==> config.mk <==
export PLATFORM = sky130hd
export DESIGN_NAME = note_seq_simple
export DESIGN_NICKNAME = d
export VERILOG_FILES = /design/src/rtl/note_seq_simple.sv
export SDC_FILE = /design/constraint.sdc
export NUM_CORES = 1
export LEC_CHECK = 0
export ABC_AREA = 1
export BUFFER_PORTS_ARGS = -buffer_cell sky130_fd_sc_hd__buf_2
export CAP_MARGIN = 10
export CORE_UTILIZATION = 47
export CTS_BUF_LIST = sky130_fd_sc_hd__clkbuf_2 sky130_fd_sc_hd__clkbuf_4 sky130_fd_sc_hd__clkbuf_8
export CTS_CLUSTER_DIAMETER = 80
export CTS_CLUSTER_SIZE = 30
export DETAILED_ROUTE_END_ITERATION = 8
export GPL_TIMING_DRIVEN = 0
export HOLD_SLACK_MARGIN = 0.15
export PLACE_DENSITY = 0.65
export SLEW_MARGIN = 20
export SYNTH_ARGS = -nofsm -noshare
export SYNTH_HDL_FRONTEND = slang
export SYNTH_SLANG_ARGS = --single-unit
==> constraint.sdc <==
create_clock -name clk -period 4.6 [get_ports clk]
set_input_delay 0.23 -clock clk [delete_from_list [all_inputs] [get_ports clk]]
set_output_delay 0.23 -clock clk [all_outputs]
set_load 0.05 [all_outputs]
==> src/rtl/note_seq_simple.sv <==
// Pattern step sequencer: plays a small note/rest pattern at a programmable tempo.
// It drives the note period address, the note valid strobe and the metronome click.
module note_seq_simple #(
  parameter int nbit_freq_adx = 7,
  parameter int nbit_bar      = 4,
  parameter int nbit_tick     = 20
) (
  input  logic                     clk,
  input  logic                     rstn,
  input  logic                     start,
  input  logic                     stop,
  input  logic [nbit_tick-1:0]     tempo_thr,
  input  logic [nbit_tick-1:0]     gate_thr,
  input  logic [nbit_bar-1:0]      last_step,
  input  logic                     click_on,
  input  logic                     pat_we,
  input  logic [nbit_bar-1:0]      pat_wadx,
  input  logic [nbit_freq_adx:0]   pat_wdata,
  output logic [nbit_freq_adx-1:0] per_adx_out,
  output logic                     per_adx_valid_out,
  output logic                     click_en_out,
  output logic [nbit_bar-1:0]      step_out,
  output logic                     bar_pulse,
  output logic                     busy
);

  typedef enum logic [1:0] {IDLE, PLAY, DRAIN} state_t;

  localparam int DEPTH = 2 ** nbit_bar;

  state_t                          state, state_nxt;
  logic [nbit_tick-1:0]            tick, thr;
  logic [nbit_bar-1:0]             step;
  logic [DEPTH-1:0][nbit_freq_adx:0] mem;
  logic [nbit_freq_adx:0]          note_lat, note_cur;
  logic                            tc, wrap, active, go, in_gate;

  assign thr     = (tempo_thr < nbit_tick'(2)) ? nbit_tick'(2) : tempo_thr;
  // >= rather than == so a tempo drop below the current tick still ends the step
  assign tc      = tick >= (thr - nbit_tick'(1));
  assign wrap    = step >= last_step;
  assign active  = state != IDLE;
  assign go      = (state == IDLE) && start && !stop;
  assign in_gate = tick < gate_thr;
  // tick 0 reads the memory directly; later ticks replay the latched copy
  assign note_cur = (tick == '0) ? mem[step] : note_lat;

  always_ff @(posedge clk or negedge rstn) begin
    if (!rstn) state <= IDLE;
    else       state <= state_nxt;
  end

  always_comb begin
    state_nxt = state;
    case (state)
      IDLE:    if (start && !stop) state_nxt = PLAY;
      // a stop seen on the terminal tick ends playback at this step boundary
      PLAY:    if (stop) state_nxt = tc ? IDLE : DRAIN;
      DRAIN:   if (tc) state_nxt = IDLE;
      default: state_nxt = IDLE;
    endcase
  end

  always_ff @(posedge clk or negedge rstn) begin
    if (!rstn) begin
      tick <= '0;
      step <= '0;
    end else if (!active || go) begin
      tick <= '0;
      step <= '0;
    end else if (tc) begin
      tick <= '0;
      step <= (wrap || state_nxt == IDLE) ? '0 : step + nbit_bar'(1);
    end else begin
      tick <= tick + nbit_tick'(1);
    end
  end

  always_ff @(posedge clk or negedge rstn) begin
    if (!rstn)        mem <= '0;
    else if (pat_we)  mem[pat_wadx] <= pat_wdata;
  end

  always_ff @(posedge clk or negedge rstn) begin
    if (!rstn)                        note_lat <= '0;
    else if (active && tick == '0)    note_lat <= mem[step];
  end

  always_ff @(posedge clk or negedge rstn) begin
    if (!rstn) begin
      per_adx_out       <= '0;
      per_adx_valid_out <= 1'b0;
      click_en_out      <= 1'b0;
      step_out          <= '0;
      bar_pulse         <= 1'b0;
      busy              <= 1'b0;
    end else begin
      per_adx_out       <= active ? note_cur[nbit_freq_adx-1:0] : '0;
      per_adx_valid_out <= active & note_cur[nbit_freq_adx] & in_gate;
      click_en_out      <= active & click_on & (step[1:0] == 2'b00) & in_gate;
      step_out          <= step;
      bar_pulse         <= active & tc & wrap;
      busy              <= active;
    end
  end

endmodule

==> results by group <==
Yosys
  – Synthesized flop and latch total: 177
  – Post-synthesis xor/xnor area fraction: 2.562%
  – Seq/Total Area, Yosys: 46.27%
  – Synthesized instance count: 1204
  – Dominant combinational cell family by area after synthesis: simple AND/OR/NAND/NOR gates
  – Syn avg cell area: 7.951 µm²
  – Complex-gate fraction of the synthesized area: 16.05%
  – Async SR Flop Fraction: 100.0%
  – Post-synth EDFFs: 0
  – Post-Synth Simple-Gate Area: 21.10%
  – Primary FF master, synth: dfrtp_1
  – Post-Syn Area: 9573 µm²
  – Synth warn: 0
  – Distinct cells, synth: 41
  – Syn_nets: 1314
  – Post-Synth Adder-Cell Area: 6.274%
  – Post-synthesis mux area share: 0%

STA
  – Crit path time final: 3.579 ns
  – Fmax: 0.2794 GHz
  – Final worst-path cycle share: 77.81%
  – Number of hold violations in the final report: 0
  – Setup Viol. Count Final: 0
  – RSZ-0062 raised after global routing: false
  – Rel. slew slack: 51.16%
  – Final slew viol count: 0
  – Final Skew: 0.01404 ns
  – TNS Setup: 0 ns
  – Worst Tran Pin Value: 0.7326 ns

Detailed routing
  – Drt first pass iters: 6
  – Routed wire length: 26.07 mm
  – First-iteration detailed-routing DRC count: 648
  – Routed wire per std cell: 16.40 µm
  – Vias/cell: 5.321
  – Post-route ant nets: 0
  – Via count: 8460
  – DR DRC count: 0

Global route
  – Tot GR Track Use: 26.90%
  – Initial antenna violation count: 0
  – Vias in the first global route: 8230
  – First-pass GRT wire length: 42.09 mm
  – Largest net degree at the start of global routing: 75
  – GRT Residual Overflow: 0

Power and ir drop
  – PD cells: 383.6 nW/µm²
  – Seq pwr share: 48.9%
  – Sw Ratio: 35.92%
  – Psw: 1494 µW
  – Power, Total: 4161 µW
  – Internal: 2666 µW
  – Comb pwr share: 25.5%
  – Leak: 0.005477 µW
  – Clock power share: 25.7%
  – Max IR drop VDD: 0.2083 mV

Worst setup path
  – Worst-case reg-to-reg path depth: 11
  – Worst R2R End: step[3]
  – R2R setup slack: 2.25 ns
  – Critical Path RT: 4.96 ns
  – Crit path from: tempo_thr[8]
  – Reg2reg start: step[0]
  – CP max FO: 10
  – Crit. End Element: flip-flop
  – Worst setup SP type: input pin
  – Worst EP arrival: 3.94 ns
  – Critical path class: input pin to flip-flop

Worst hold path
  – Worst hold path type: input pin to flip-flop
  – Hold depth: 5
  – Hold endpoint: state[1]
  – HP Start: stop

Clocking
  – Clock latency on the worst-skew pair: 0.47 ns
  – Sink Count: 177
  – CTS resizes: 0
  – Reg clk slew, reported paths: 0.09 ns
  – Clock buffer depth: 2
  – CTS tree: done
  – Post-CTS Setup Bufs: 0
  – # H-tree levels: 4
  – CTS Buf Count: 17
  – Clock root buffer: clkbuf_8

Floorplan
  – Cell Rows: 51
  – Initial Util: 48.55%
  – Io pins: 77
  – Die Area: 20940 µm²
  – Die X: 144.7 µm
  – Core area: 19720 µm²
  – Die Span Y: 144.7 µm

Finish
  – Area grow syn2layout: 13.29%
  – N_diodes: 0
  – # nets final: 1422
  – Layout cell share with drive strength beyond 1: 13.06%

Outcome
  – Outcome: finished clean

Placed design
  – PortBufs: 75
  – DP HPWL: 19.17 mm
  – GPL Wtd Cong: 0.9116

Run
  – Max Cap Viol: 0
-- Yosys cell counts, types with 3 or more instances --
cell type | n | area [µm²]
o22ai_1 | 19 | 118.9
nand4_1 | 10 | 62.56
inv_2 | 15 | 56.30
nor4_1 | 4 | 25.02
dfrtp_1 | 177 | 4429
buf_2 | 23 | 115.1
nor3_1 | 9 | 45.04
nor3_2 | 5 | 50.05
a21oi_1 | 51 | 255.2
nand2_1 | 261 | 979.7
ha_1 | 48 | 600.6
xnor2_1 | 4 | 35.03
nand3_2 | 3 | 30.03
nor2_2 | 6 | 37.54
inv_1 | 122 | 457.9
xor2_1 | 24 | 210.2
nand3_1 | 52 | 260.3
o21ai_0 | 182 | 910.9
clkbuf_1 | 27 | 101.4
nor2_1 | 104 | 390.4
o21ai_1 | 30 | 150.1
-- power groups by stage --
stage	clock network, µW	logic [µW]	registers, µW
global route	1150	1190	2070
global placement	0	1020	2050
detailed placement	0	1050	2060
floorplan	0	582	2170
finish	1070	1060	2030
CTS	1090	1060	2030
-- metal layers --
layer	global-route usage [%]	wire, µm
met1	36.04	11870
met3	5.989	1732
met4	9.086	633
met5	0	0
met2	43.04	11840
-- sequential cells by signal, indices dropped and copies added, names as in the netlist --
signal	flops
bar_pulse	1
busy	1
click_en_out	1
mem	128
note_lat	8
per_adx_out	7
per_adx_valid_out	1
state	2
step	4
step_out	4
tick	20
-- cell usage in the layout, fill, tap and decap left out, drive strengths merged, types with 6 or more instances in the layout --
cell type,count
nand4,11
xor2,24
clkbuf,46
nand3,55
o22ai,19
nor4,6
o21ai,212
nor2,112
inv,144
dfrtp,177
ha,48
nand2,263
buf,102
dlygate4sd3,12
a21oi,52
nor3,16
-- area by class of cell --
class / instances / area (µm²)
plain buffers: 52 / 227.7
clock buffers: 19 / 255.2
clock inverters: 13 / 125.1
fillers: 1883 / 8872
inverters: 137 / 514.2
multi-input cells: 838 / 4402
flip-flops and latches: 177 / 4429
well taps: 265 / 331.6
repair buffers: 89 / 560.5
-- timing repair --
item | in CTS | in global routing
hold endpoints to repair | 219 | 0
endpoints found under the setup margin | 0 | 0
hold buffers | 12 | 0
-- worst max-delay path, cell delays in order --
cell and delay [ns]:
buf_2 0.10, inv_1 0.08, nand2_1 0.09, nor2_1 0.14, nand2_1 0.08, nor2_1 0.17, nand3_1 0.12, nand2_1 0.11
ha_1 0.18, nand2_1 0.14, nor2_2 0.16, inv_2 0.05, nor3_2 0.18, nand2_1 0.14, nor3_2 0.14, xor2_1 0.15
inv_1 0.06, ha_1 0.27, nand2_1 0.06, nor2_1 0.14, nor3b_2 0.31, nor2b_1 0.17, nand2_1 0.16, nand3_2 0.21
buf_4 0.22, nor2_1 0.06
-- cells by family after synthesis --
group / after synthesis
simple gates: 467
xor+xnor: 28
buf+inv: 189
fa+ha+maj: 48
flops: 177
compound gates: 295
-- worst max path at each step --
| stage | to | slack [ns] |
|---|---|---|
| final | tick[15] | 1.02 |
| after global routing | tick[9] | 0.55 |
| after CTS | tick[15] | 1.04 |
| after detailed placement | tick[15] | 0.55 |
| after global placement | mem[77] | 0.39 |
| after floorplan | tick[17] | 1.47 |
-- stage by stage --
step | cells | hold slack (ns) | worst slack, ns | utilization [%] | instance area [µm²]
global placement | 1544 | 0.4449 | 0.3862 | 52.14 | 10280
global route | 1590 | 0.2403 | 0.5550 | 55.00 | 10850
finish | 1590 | 0.2048 | 1.021 | 55.00 | 10850
floorplan | 1204 | -0.06559 | 1.466 | - | 9573
detailed placement | 1546 | 0.1320 | 0.5458 | 52.47 | 10340
CTS | 1590 | 0.1795 | 1.039 | 55.00 | 10850
No activity file was read; power rests on OpenSTA's default activity.
